===== src/rtl/hazard_ctrl_pkg.sv =====
// Shared definitions for the pipeline sequencing controller: hazard FSM
// state encodings, forwarding-select encodings, control-word bit indices
// shared with the control unit and the core, and a small compare helper.
package hazard_ctrl_pkg;

  typedef enum logic [1:0] {
    ST_RUN      = 2'd0,
    ST_REDIRECT = 2'd1,
    ST_MEM_WAIT = 2'd2,
    ST_FAULT    = 2'd3
  } hz_state_e;

  typedef logic [1:0] fwd_sel_t;

  localparam fwd_sel_t FWD_REG = 2'b00;
  localparam fwd_sel_t FWD_Q4  = 2'b10;
  localparam fwd_sel_t FWD_Q5  = 2'b01;

  // Control-word bit positions carried through the pipeline registers.
  localparam int CTRL_REG_WE = 0;
  localparam int CTRL_MEM_RE = 1;
  localparam int CTRL_MEM_WE = 2;
  localparam int CTRL_BRANCH = 3;
  localparam int CTRL_JUMP   = 4;
  localparam int CTRL_W      = 5;

  // True when a later stage writes a non-x0 register that the source reads.
  function automatic logic src_match(input logic       we,
                                     input logic [4:0] rd,
                                     input logic [4:0] rs);
    return we && (rd != 5'd0) && (rd == rs);
  endfunction

endpackage


===== src/rtl/hazard_ctrl_fwd_unit.sv =====
// Forwarding compare logic for both q3 operands. Purely combinational;
// the nearer stage (q4) wins over q5 when both hold the same register.
module hazard_ctrl_fwd_unit
  import hazard_ctrl_pkg::*;
(
  input  logic [4:0] rs1,
  input  logic [4:0] rs2,
  input  logic [4:0] q4_rd,
  input  logic       q4_we,
  input  logic [4:0] q5_rd,
  input  logic       q5_we,
  output fwd_sel_t   fwd_a,
  output fwd_sel_t   fwd_b
);

  // Select operand A source: q4 result first, then q5 writeback, else regfile.
  always_comb begin
    fwd_a = FWD_REG;
    if (src_match(q4_we, q4_rd, rs1)) begin
      fwd_a = FWD_Q4;
    end else if (src_match(q5_we, q5_rd, rs1)) begin
      fwd_a = FWD_Q5;
    end else begin
      fwd_a = FWD_REG;
    end
  end

  // Select operand B source with the same precedence as operand A.
  always_comb begin
    fwd_b = FWD_REG;
    if (src_match(q4_we, q4_rd, rs2)) begin
      fwd_b = FWD_Q4;
    end else if (src_match(q5_we, q5_rd, rs2)) begin
      fwd_b = FWD_Q5;
    end else begin
      fwd_b = FWD_REG;
    end
  end

endmodule


===== src/rtl/hazard_ctrl.sv =====
// Pipeline sequencing controller for the 5-stage core: load-use stall,
// q3 operand forwarding, taken-branch redirect with fetch-latency flush,
// data-memory wait freeze with timeout fault, and saturating perf counters.
module hazard_ctrl
  import hazard_ctrl_pkg::*;
#(
  parameter int FETCH_LATENCY = 1,
  parameter int MEM_TIMEOUT   = 255,
  parameter int CNT_W         = 32
) (
  input  logic             clk,
  input  logic             rst_n,
  input  logic [4:0]       q2_rs1_i,
  input  logic [4:0]       q2_rs2_i,
  input  logic [4:0]       q3_rs1_i,
  input  logic [4:0]       q3_rs2_i,
  input  logic [4:0]       q3_rd_i,
  input  logic             q3_mem_re_i,
  input  logic [4:0]       q4_rd_i,
  input  logic             q4_reg_we_i,
  input  logic [4:0]       q5_rd_i,
  input  logic             q5_reg_we_i,
  input  logic             q4_branch_taken_i,
  input  logic             mem_busy_i,
  output logic             pc_we_o,
  output logic             pc_sel_o,
  output logic             q1q2_we_o,
  output logic             q1q2_flush_o,
  output logic             q2q3_flush_o,
  output logic             q3q4_flush_o,
  output logic             pipe_stall_o,
  output logic [1:0]       fwd_a_o,
  output logic [1:0]       fwd_b_o,
  output logic             mem_err_o,
  output logic [CNT_W-1:0] stall_cnt_o,
  output logic [CNT_W-1:0] flush_cnt_o
);

  localparam int                WAIT_W    = (MEM_TIMEOUT > 1) ? $clog2(MEM_TIMEOUT + 1) : 1;
  localparam logic [WAIT_W-1:0] WAIT_LAST = WAIT_W'(MEM_TIMEOUT - 1);
  localparam logic [WAIT_W-1:0] WAIT_MAX  = '1;
  localparam logic [2:0]        FETCH_LAT = 3'(FETCH_LATENCY);
  localparam logic [CNT_W-1:0]  CNT_MAX   = '1;

  hz_state_e         state_r;
  hz_state_e         state_nxt_s;
  hz_state_e         eff_state_s;
  logic [2:0]        redir_cnt_r;
  logic [2:0]        redir_cnt_nxt_s;
  logic [WAIT_W-1:0] wait_cnt_r;
  logic [WAIT_W-1:0] wait_cnt_nxt_s;
  logic              mem_err_r;
  logic [CNT_W-1:0]  stall_cnt_r;
  logic [CNT_W-1:0]  flush_cnt_r;
  logic              stall_evt_s;
  logic              flush_evt_s;
  logic              load_use_s;

  logic              pc_we_s;
  logic              pc_sel_s;
  logic              q1q2_we_s;
  logic              q1q2_flush_s;
  logic              q2q3_flush_s;
  logic              q3q4_flush_s;
  logic              pipe_stall_s;
  fwd_sel_t          fwd_a_s;
  fwd_sel_t          fwd_b_s;

  hazard_ctrl_fwd_unit u_fwd_unit (
    .rs1   (q3_rs1_i),
    .rs2   (q3_rs2_i),
    .q4_rd (q4_rd_i),
    .q4_we (q4_reg_we_i),
    .q5_rd (q5_rd_i),
    .q5_we (q5_reg_we_i),
    .fwd_a (fwd_a_s),
    .fwd_b (fwd_b_s)
  );

  // Hazard resolution: next state, counter updates and pipeline controls.
  always_comb begin
    state_nxt_s     = state_r;
    redir_cnt_nxt_s = redir_cnt_r;
    wait_cnt_nxt_s  = wait_cnt_r;
    stall_evt_s     = 1'b0;
    flush_evt_s     = 1'b0;
    pc_we_s         = 1'b1;
    pc_sel_s        = 1'b0;
    q1q2_we_s       = 1'b1;
    q1q2_flush_s    = 1'b0;
    q2q3_flush_s    = 1'b0;
    q3q4_flush_s    = 1'b0;
    pipe_stall_s    = 1'b0;

    // Leaving a memory wait resumes whatever redirect was in progress.
    if (state_r == ST_MEM_WAIT) begin
      eff_state_s = (redir_cnt_r != 3'd0) ? ST_REDIRECT : ST_RUN;
    end else begin
      eff_state_s = state_r;
    end

    load_use_s = q3_mem_re_i && (q3_rd_i != 5'd0) &&
                 ((q3_rd_i == q2_rs1_i) || (q3_rd_i == q2_rs2_i));

    if (state_r == ST_FAULT) begin
      pc_we_s      = 1'b0;
      q1q2_we_s    = 1'b0;
      pipe_stall_s = 1'b1;
    end else if (mem_busy_i) begin
      pc_we_s      = 1'b0;
      q1q2_we_s    = 1'b0;
      pipe_stall_s = 1'b1;
      stall_evt_s  = 1'b1;
      state_nxt_s  = ST_MEM_WAIT;
      if (wait_cnt_r != WAIT_MAX) begin
        wait_cnt_nxt_s = wait_cnt_r + WAIT_W'(1);
      end else begin
        wait_cnt_nxt_s = wait_cnt_r;
      end
      if ((MEM_TIMEOUT != 0) && (wait_cnt_r == WAIT_LAST)) begin
        state_nxt_s = ST_FAULT;
      end else begin
        state_nxt_s = ST_MEM_WAIT;
      end
    end else if (q4_branch_taken_i) begin
      wait_cnt_nxt_s  = '0;
      pc_sel_s        = 1'b1;
      q1q2_flush_s    = 1'b1;
      q2q3_flush_s    = 1'b1;
      q3q4_flush_s    = 1'b1;
      flush_evt_s     = 1'b1;
      redir_cnt_nxt_s = FETCH_LAT;
      state_nxt_s     = (FETCH_LAT != 3'd0) ? ST_REDIRECT : ST_RUN;
    end else begin
      wait_cnt_nxt_s = '0;
      if (eff_state_s == ST_REDIRECT) begin
        q1q2_flush_s = 1'b1;
        if (redir_cnt_r > 3'd1) begin
          redir_cnt_nxt_s = redir_cnt_r - 3'd1;
          state_nxt_s     = ST_REDIRECT;
        end else begin
          redir_cnt_nxt_s = 3'd0;
          state_nxt_s     = ST_RUN;
        end
      end else begin
        state_nxt_s = ST_RUN;
      end
      if (load_use_s) begin
        pc_we_s      = 1'b0;
        q1q2_we_s    = 1'b0;
        q2q3_flush_s = 1'b1;
        stall_evt_s  = 1'b1;
      end else begin
        stall_evt_s  = 1'b0;
      end
    end
  end

  // Output stage: reset forces a safe bubble-filled pipeline immediately.
  always_comb begin
    if (!rst_n) begin
      pc_we_o      = 1'b0;
      pc_sel_o     = 1'b0;
      q1q2_we_o    = 1'b0;
      q1q2_flush_o = 1'b1;
      q2q3_flush_o = 1'b1;
      q3q4_flush_o = 1'b1;
      pipe_stall_o = 1'b0;
      fwd_a_o      = FWD_REG;
      fwd_b_o      = FWD_REG;
    end else begin
      pc_we_o      = pc_we_s;
      pc_sel_o     = pc_sel_s;
      q1q2_we_o    = q1q2_we_s;
      q1q2_flush_o = q1q2_flush_s;
      q2q3_flush_o = q2q3_flush_s;
      q3q4_flush_o = q3q4_flush_s;
      pipe_stall_o = pipe_stall_s;
      fwd_a_o      = fwd_a_s;
      fwd_b_o      = fwd_b_s;
    end
  end

  // FSM state, redirect/wait counters and the sticky fault flag.
  always_ff @(posedge clk or negedge rst_n) begin
    if (!rst_n) begin
      state_r     <= ST_RUN;
      redir_cnt_r <= 3'd0;
      wait_cnt_r  <= '0;
      mem_err_r   <= 1'b0;
    end else begin
      state_r     <= state_nxt_s;
      redir_cnt_r <= redir_cnt_nxt_s;
      wait_cnt_r  <= wait_cnt_nxt_s;
      mem_err_r   <= mem_err_r | (state_nxt_s == ST_FAULT);
    end
  end

  // Saturating stall and flush performance counters.
  always_ff @(posedge clk or negedge rst_n) begin
    if (!rst_n) begin
      stall_cnt_r <= '0;
      flush_cnt_r <= '0;
    end else begin
      if (stall_evt_s && (stall_cnt_r != CNT_MAX)) begin
        stall_cnt_r <= stall_cnt_r + CNT_W'(1);
      end else begin
        stall_cnt_r <= stall_cnt_r;
      end
      if (flush_evt_s && (flush_cnt_r != CNT_MAX)) begin
        flush_cnt_r <= flush_cnt_r + CNT_W'(1);
      end else begin
        flush_cnt_r <= flush_cnt_r;
      end
    end
  end

  assign mem_err_o   = mem_err_r;
  assign stall_cnt_o = stall_cnt_r;
  assign flush_cnt_o = flush_cnt_r;

endmodule


===== config.mk =====
export PLATFORM = sky130hd
export DESIGN_NAME = hazard_ctrl
export DESIGN_NICKNAME = d
export VERILOG_FILES = /design/src/rtl/hazard_ctrl_pkg.sv /design/src/rtl/hazard_ctrl_fwd_unit.sv /design/src/rtl/hazard_ctrl.sv
export SDC_FILE = /design/constraint.sdc
export NUM_CORES = 1
export LEC_CHECK = 0
export BUFFER_PORTS_ARGS = -buffer_cell sky130_fd_sc_hd__buf_2
export CAP_MARGIN = 5
export CORE_MARGIN = 4
export CORE_UTILIZATION = 43
export CTS_BUF_LIST = sky130_fd_sc_hd__clkbuf_4 sky130_fd_sc_hd__clkbuf_8
export CTS_CLUSTER_SIZE = 8
export DETAILED_ROUTE_END_ITERATION = 12
export GPL_TIMING_DRIVEN = 0
export PLACE_DENSITY = 0.7
export SLEW_MARGIN = 20
export SYNTH_ARGS = -nofsm -noshare
export SYNTH_HDL_FRONTEND = slang
export SYNTH_SLANG_ARGS = --single-unit

===== constraint.sdc =====
create_clock -name clk -period 1.8 [get_ports clk]
set_clock_uncertainty 0.05 [all_clocks]
set_input_delay 0.27 -clock clk [delete_from_list [all_inputs] [get_ports clk]]
set_output_delay 0.27 -clock clk [all_outputs]
set_load 0.1 [all_outputs]

; Word-level counts from Yosys, hierarchy flattened
; Cells that the tools add are included.
[op_classes]
add_sub_neg = 4
n_lt_le_gt_ge = 1
eq_ne = 15
n_mux = 45
bitwise = 3
reduce_logical = 18
[op_table]
columns = cell, count
row1 = 32-bit by 1-bit adder with 32-bit output (second input constant), 2
row2 = 32-bit != test (second input constant), 2
row3 = 1-bit two-way mux, 31
row4 = 5-bit == test, 6
row5 = 2-bit two-way mux, 9
row6 = 8-bit two-way mux, 2
row7 = 5-bit nonzero test, 3
row8 = 1-bit logical AND, 10
row9 = 3-bit two-way mux, 3
row10 = 8-bit by 1-bit adder with 8-bit output (second input constant), 1
row11 = 8-bit == test (second input constant), 1
row12 = 8-bit != test (second input constant), 1
row13 = 2-bit == test (second input constant), 3
row14 = 3-bit by 1-bit > comparator with 1-bit output (second input constant), 1
row15 = 3-bit AND reduction, 1
row16 = 3-bit nonzero test, 1
row17 = 3-bit by 1-bit subtractor with 3-bit output (second input constant), 1
row18 = 2-bit by 1-bit == test with 1-bit output (second input constant), 1
row19 = 2-bit by 1-bit != test with 1-bit output (second input constant), 1
row20 = 1-bit inverter, 2
row21 = 2-bit AND reduction, 1
row22 = 2-bit nonzero test, 1
row23 = 1-bit logical OR, 1
row24 = 1-bit bitwise OR, 1
[totals]
register_bits = 78
input_bits = 42
out_inout_bits = 76
wordCells = 92

; Depth between registers and ports, before layout
; Gate-level depths: netlist of the first run.
[depth]
word_depth = 10
ltp_mapped = 8
depth_no_buf = 8

; Cells and area by module
; Synthesis of the first run repeated with hierarchy kept, for this count alone.
[hier_totals]
cells_unflattened = 450
hier_area_um2 = 4371.7
[modules_own_cells]
columns = mod, n_inst, cells_each, area_each_um2
row1 = hazard_ctrl, 1, 416, 4113.9
row2 = hazard_ctrl_fwd_unit, 1, 34, 257.7

; Worst setup path before layout of the first run
; Ideal clock, no wire load.
[synth_path]
kind = input-to-output
start = input port q4_rd_i[1]
end = output port fwd_a_o[0]
t_arrival_ns = 4.012
path_slack_ns = -2.532
stages = 4
n_path_buf = 0
path_cell_list = or4_1 > o21ai_0 > nor4_1 > nor4_1
[synth_via]
elab_chain_len = 5
word_cells_on_any_way = 6
cone_classes = eq/ne: 1 / mux: 2 / reduce/logical: 3
[synth_lines]
columns = element, line
row1 = "start, declared", hazard_ctrl.sv:19  ; input logic [4:0] q4_rd_i,
row2 = 5-bit nonzero test, hazard_ctrl_pkg.sv:31  ; return we && (rd != 5'd0) && (rd == rs);
row3 = 1-bit logical AND, hazard_ctrl_pkg.sv:31
row4 = 1-bit logical AND (*), hazard_ctrl_pkg.sv:31
row5 = 2-bit two-way mux (*), hazard_ctrl_fwd_unit.sv:19  ; if (src_match(q4_we, q4_rd, rs1)) begin
row6 = 2-bit two-way mux (*), hazard_ctrl.sv:161  ; if (!rst_n) begin
row7 = "end, declared", hazard_ctrl.sv:32  ; output logic [1:0] fwd_a_o,
; Mark *: on every way between the ends. The rest lies on a longest branch, timed or not.

; Worst setup path in the final report of the first run
[layout_path]
start = input port q3_rd_i[2]
end = output port q1q2_we_o
[layout_via]
elab_chain_len = 8
word_cells_on_any_way = 11
cone_classes = eq/ne: 2 / mux: 5 / reduce/logical: 4
[layout_lines]
columns = element, line
row1 = "start, declared", hazard_ctrl.sv:17  ; input logic [4:0] q3_rd_i,
row2 = 5-bit == test or 5-bit nonzero test (tied branches), "hazard_ctrl.sv:103, hazard_ctrl.sv:102"
row3 = 1-bit logical OR or 1-bit logical AND (tied branches), "hazard_ctrl.sv:103, hazard_ctrl.sv:102"
row4 = 1-bit logical AND (*), hazard_ctrl.sv:102  ; load_use_s = q3_mem_re_i && (q3_rd_i != 5'd0) &&
row5 = 1-bit two-way mux (*), hazard_ctrl.sv:148  ; if (load_use_s) begin
row6 = 1-bit two-way mux (*), hazard_ctrl.sv:125  ; end else if (q4_branch_taken_i) begin
row7 = 1-bit two-way mux (*), hazard_ctrl.sv:109  ; end else if (mem_busy_i) begin
row8 = 1-bit two-way mux (*), hazard_ctrl.sv:105  ; if (state_r == ST_FAULT) begin
row9 = 1-bit two-way mux (*), hazard_ctrl.sv:161
row10 = "end, declared", hazard_ctrl.sv:27  ; output logic q1q2_we_o,
; Marked as above.

==> impl_metrics.tcl, run 1 <==
set metrics [dict create \
    status "finished with violations" \
    violations "negative setup slack" \
    drtAntennaViolNets 0 \
    period_minus_slack_ns 2.00 \
    drt_wl_total_microns 13400 \
    async_reset_ff_frac 1.00 \
    die_y_microns 108 \
    post-route-drc-count 0 \
    hp-class "in -> reg" \
    yosys.area.top_type "dfrtp_1" \
    routabilityCongestion 0.805 \
    fin_util 0.770 \
    yosys-top-cells-area "dfrtp_1 (46%), xnor2_1 (12%), xor2_1 (7.2%), nand3_1 (4.1%), nand2_1 (3.7%)" \
    synth_flop_cell "dfrtp_1" \
    cts_tree "yes" \
    synth-simple-area-share 0.252 \
    p_per_area_nw_per_um2 903 \
    start_kind "primary input" \
    first_iter_violations 250 \
    path_cells "buf_2 > or4_4 > o21a_4 > a31oi_4 > buf_12 > buf_16" \
    grt-ovfl-total 0 \
    fin_crit_sh 1.11 \
    fp.dieArea_sq_um 11600 \
    slew_viol_final 0 \
    max_stage_delay_ns 0.52 \
    clockBufferDepth 2 \
    vdd_drop_max_v 0.000930 \
    synth_fa_ha_area_frac 0.0205 \
    wl_per_cell_microns 17.2 \
    relSlewSlack 0.663 \
    vias_per_cell 5.28 \
    setup_ws_ns -0.197 \
    routed-via-count 4116 \
    dp_hpwl_microns 7730 \
    cts_htree_levels 3 \
    maxCapViolCount 0 \
    synthesis.area_sq_um 4270 \
    ys_warn_count 0 \
    final_common_cell "buf_2" \
    gr-usage-all-layers 0.214 \
    crit_arrival_ns 1.68 \
    synth-seq-cells 78 \
    initial_core_util 0.439 \
    reg2regPathDepth 8 \
    area_delta_synth_final_pct 75.5 \
    worst_ep_required_time_ns 1.48 \
    rsz0062_at_grt "true" \
    clk_latency_ns 0.35 \
    synth_xor_area_frac 0.193 \
    die_w_microns 108 \
    endpoint_kind "primary output" \
    synth_mux_area_frac 0.00528 \
    first_pass_iters 4 \
    nets 691 \
    fin_setup_tns_ns -5.96 \
    cts_inserted_buffers 9 \
    grt_max_degree 57 \
    slowest_stage "or4_4" \
    grt_pass1_wl_microns 20100 \
    antenna_found_initial 0 \
    grt_pass1_vias 4143 \
    synth_nets 473 \
    path_max_fanout 3 \
    synth-seq-area-share 0.457 \
    fmax_ghz 0.501 \
    diodes 0 \
    place.port_buffers 116 \
    avgSynthCellArea_sq_um 10.1 \
    io_pins 118 \
    synth.distinct_cells 49 \
    drive_above_1_share 0.658 \
    clk_pin_slew_ns 0.08 \
    fp.coreArea_sq_um 9730 \
    synth_compound_area_frac 0.0539 \
    root_buffer "clkbuf_8" \
    rows 36 \
    holdPathStages 3 \
    cts.sinks 78 \
    synth_top_family_by_area "simple AND/OR/NAND/NOR gates" \
    synth_top_area_frac 0.457 \
    critPathKind "in -> out" \
    hold_viol 0 \
    synth_edf_count 0 \
    worst-slew-pin-transition_ns 0.509 \
    mostFrequentLayoutCells "buf_2 (100), buf_4 (63), dfrtp_4 (53)" \
    cellLeakagePower_nw 3.37 \
    netlist_instances 424 \
    finalSetupViolations 60 \
]
[area by class of cell]
type | count | area (sq um)
multi-input cells | 331 | 3220
fillers | 595 | 2240
clock inverters | 5 | 81.3
clock buffers | 11 | 151
well taps | 133 | 166
inverters | 11 | 41.3
flip-flops and latches | 78 | 2170
repair buffers | 207 | 1600
plain buffers | 4 | 62.6
[synth_stat cells, types with 3 or more instances]
master,count
and3_1,7
o21ai_0,7
nor3_1,9
nand2b_1,4
nand2_1,42
dfrtp_1,78
nor2b_1,3
or4_1,5
nor3b_1,3
xnor2_1,59
and4_1,12
nor4_1,4
ha_1,7
and2_1,4
nor2_1,31
xor2_1,35
a21oi_1,7
nand3_1,35
nand4_1,23
inv_1,11
a31oi_1,3
[logic make-up (layout without fill, tap and decap cells)]
logic type               count (synthesis)  after routing
buffers and inverters                   16            238
AO/OA/AOI/OAI                           34             34
AND/OR/NAND/NOR                        193            194
XOR/XNOR                                94             94
adder cells (fa/ha/maj)                  7              7
flip-flops                              78             78
multiplexers                             2              2
[power breakdown]
part	leakage (nW)	switching [W]	total [W]	internal, W
clock network	0.116	0.000688	0.00155	0.000858
logic	2.33	0.00193	0.00299	0.00106
registers	0.932	0.000240	0.00223	0.00199
[per-stage QoR]
step	worst slack (ns)	total power, W	instances	cell area (sq um)	hold slack [ns]
floorplan	-0.585	0.00391	424	4870	-0.0756
detailed placement	-0.594	0.00438	674	5650	0.190
CTS	-0.195	0.00641	746	6720	0.170
global route	-0.272	0.00704	780	7490	0.182
finish	-0.197	0.00676	780	7490	0.190
global placement	-1.88	0.00432	673	5620	0.406
[layer usage]
metal  track usage  share of wire  vias to the layer above
li1              -              -                     1937
met1         0.279           0.43                     2044
met4        0.0748          0.015                        0
met3        0.0480          0.055                       21
met2         0.351           0.50                      114
met5             0              0                        -
[flip-flops by register name (all words and copies together), names as in the netlist]
register,count
flush_cnt_o,32
mem_err_o,1
redir_cnt_r,3
stall_cnt_o,32
state_r,2
wait_cnt_r,8
[timing repair]
item / 4_1_cts / 5_1_grt
buffers inserted: 53 / 36
hold endpoints to repair: 58 / 0
pin swaps: 75 / 74
gates cloned: 1 / 1
setup endpoints to repair: 76 / 76
hold buffers: 2 / 0
resized for setup: 95 / 105
[worst max-delay path, delay by kind of cell]
family | cells | cell delay [ns]
buf+inv | 3 | 0.42
simple gates | 1 | 0.52
compound gates | 2 | 0.47
[path summary, 6_finish.rpt]
path | from | end | slack, ns
max reg2reg | flush_cnt_o[12] | flush_cnt_o[5] | -0.19
max | q3_rd_i[2] | q1q2_we_o | -0.20
min reg2reg | mem_err_o | mem_err_o | 0.44
min in group asynchronous | rst_n | flush_cnt_o[30] | 0.46
max in group asynchronous | rst_n | flush_cnt_o[14] | 0.71
min | mem_busy_i | wait_cnt_r[0] | 0.19
No activity file was read; power rests on OpenSTA's default activity.
==> run 2: changes to the inputs <==
--- a/config.mk
+++ b/config.mk
@@ -10,9 +10,10 @@
 export CORE_MARGIN = 4
 export CORE_UTILIZATION = 43
 export CTS_BUF_LIST = sky130_fd_sc_hd__clkbuf_4 sky130_fd_sc_hd__clkbuf_8
-export CTS_CLUSTER_SIZE = 8
+export CTS_CLUSTER_SIZE = 10
 export DETAILED_ROUTE_END_ITERATION = 12
 export GPL_TIMING_DRIVEN = 0
+export MAX_ROUTING_LAYER = met4
 export PLACE_DENSITY = 0.7
 export SLEW_MARGIN = 20
 export SYNTH_ARGS = -nofsm -noshare
==> impl_metrics.tcl, run 2 (same netlist as run 1, synthesis figures left out) <==
set metrics [dict create \
    fin_crit_sh 1.11 \
    slew_viol_final 0 \
    setup_ws_ns -0.199 \
    vias_per_cell 5.30 \
    io_pins 118 \
    place.port_buffers 116 \
    drive_above_1_share 0.660 \
    grt_pass1_vias 4142 \
    drtAntennaViolNets 0 \
    final_common_cell "buf_2" \
    area_delta_synth_final_pct 75.8 \
    root_buffer "clkbuf_8" \
    pre_cts_slack_ns -0.594 \
    path_max_fanout 5 \
    combPwrFrac 0.442 \
    p_sw_w 0.00284 \
    power_w 0.00675 \
    antenna_found_initial 0 \
    endpoint_kind "flip-flop" \
    die_y_microns 108 \
    nets 692 \
    period_minus_slack_ns 2.00 \
    worst_ep_required_time_ns 2.00 \
    cts.sinks 78 \
    fp.dieArea_sq_um 11600 \
    mostFrequentLayoutCells "buf_2 (100), buf_4 (64), dfrtp_4 (53)" \
    first_pass_iters 4 \
    violations "negative setup slack" \
    finalSetupViolations 62 \
    crit_arrival_ns 2.20 \
    p_sw_frac 0.421 \
    maxCapViolCount 0 \
    die_w_microns 108 \
    grt_max_degree 57 \
    diodes 0 \
    use_met3 0.0444 \
    initial_core_util 0.439 \
    routed-via-count 4136 \
    cts_tree "yes" \
    p_seq_frac 0.330 \
    worst-slew-pin-transition_ns 0.509 \
    cts_inserted_buffers 9 \
    hold_viol 0 \
    intPower_w 0.00391 \
    top_usage_layer "met2" \
    clk_pin_slew_ns 0.08 \
    cellLeakagePower_nw 3.38 \
    hp-class "in -> reg" \
    use_met1 0.283 \
    grt-ovfl-total 0 \
    wl_per_cell_microns 17.2 \
    clockBufferDepth 2 \
    fp.coreArea_sq_um 9730 \
    vdd_drop_max_v 0.000933 \
    clk_latency_ns 0.35 \
    rows 36 \
    clockPowerShare 0.228 \
    critPathKind "reg -> reg" \
    start_kind "flip-flop" \
    rsz0062_at_grt "true" \
    routabilityCongestion 0.816 \
    relSlewSlack 0.663 \
    status "finished with violations" \
    first_iter_violations 240 \
    post-route-drc-count 0 \
    p_per_area_nw_per_um2 900 \
    grt_pass1_wl_microns 20100 \
    cts_htree_levels 3 \
    gr-usage-all-layers 0.221 \
    fmax_ghz 0.500 \
    grt.met2_usage 0.351 \
    dp_hpwl_microns 7730 \
    drt_wl_total_microns 13400 \
]
## run 2: layout make-up
type | count | area (sq um)
Tap cell | 133 | 166
Fill cell | 592 | 2220
Clock buffer | 11 | 151
Buffer | 4 | 62.6
Timing Repair Buffer | 208 | 1610
Clock inverter | 5 | 81.3
Inverter | 11 | 41.3
Sequential cell | 78 | 2170
Multi-Input combinational cell | 331 | 3230
## run 2: final timing paths
check | start | slack (ns) | cells past startpoint | endpoint
setup / recovery | flush_cnt_o[12] | -0.20 | 8 | flush_cnt_o[5]
hold / removal | mem_busy_i | 0.19 | 3 | wait_cnt_r[0]
setup reg to reg | flush_cnt_o[12] | -0.20 | 8 | flush_cnt_o[5]
hold reg to reg | mem_err_o | 0.44 | 1 | mem_err_o
max in group asynchronous | rst_n | 0.71 | 4 | flush_cnt_o[14]
min in group asynchronous | rst_n | 0.46 | 3 | flush_cnt_o[30]
## run 2: critical path: stages (launching register included)
cell and delay, ns:
dfrtp_4 0.45, nand4_1 0.20, nor3_4 0.31, nor4b_4 0.23, buf_4 0.18, buf_6 0.10, nor3b_4 0.04, and3_4 0.17
xor2_2 0.16
## run 2: per-layer routing
layer / share of wire / up-vias
li1: - / 1936
met1: 0.44 / 2053
met2: 0.50 / 124
met3: 0.051 / 23
met4: 0.015 / 0
met5: 0 / -
## run 2: through the flow
step	cell area, sq um	hold WS, ns	std cells	TNS [ns]	utilization
2_1_floorplan	4870	-0.0756	424	-12.58	-
3_3_place_gp	5620	0.406	673	-72.06	0.578
3_5_place_dp	5650	0.190	674	-17.74	0.581
4_1_cts	6720	0.170	746	-5.30	0.691
5_1_grt	7500	0.185	781	-11.03	0.771
6_report	7500	0.193	781	-6.09	0.771
## run 2: what timing repair did
item,4_1_cts,5_1_grt
resized for setup,95,107
cloned,1,1
hold buffers,2,0
endpoints found under the hold margin,58,0
endpoints found under the setup margin,76,76
pin swaps,75,75
setup buffers,53,37
## run 2: power by group through the flow
stage	logic (W)	registers [W]	clock network [W]
3_5_place_dp	0.00210	0.00228	0
6_report	0.00299	0.00223	0.00154
5_1_grt	0.00313	0.00226	0.00165
4_1_cts	0.00265	0.00221	0.00155
3_3_place_gp	0.00204	0.00227	0
2_1_floorplan	0.000936	0.00298	0
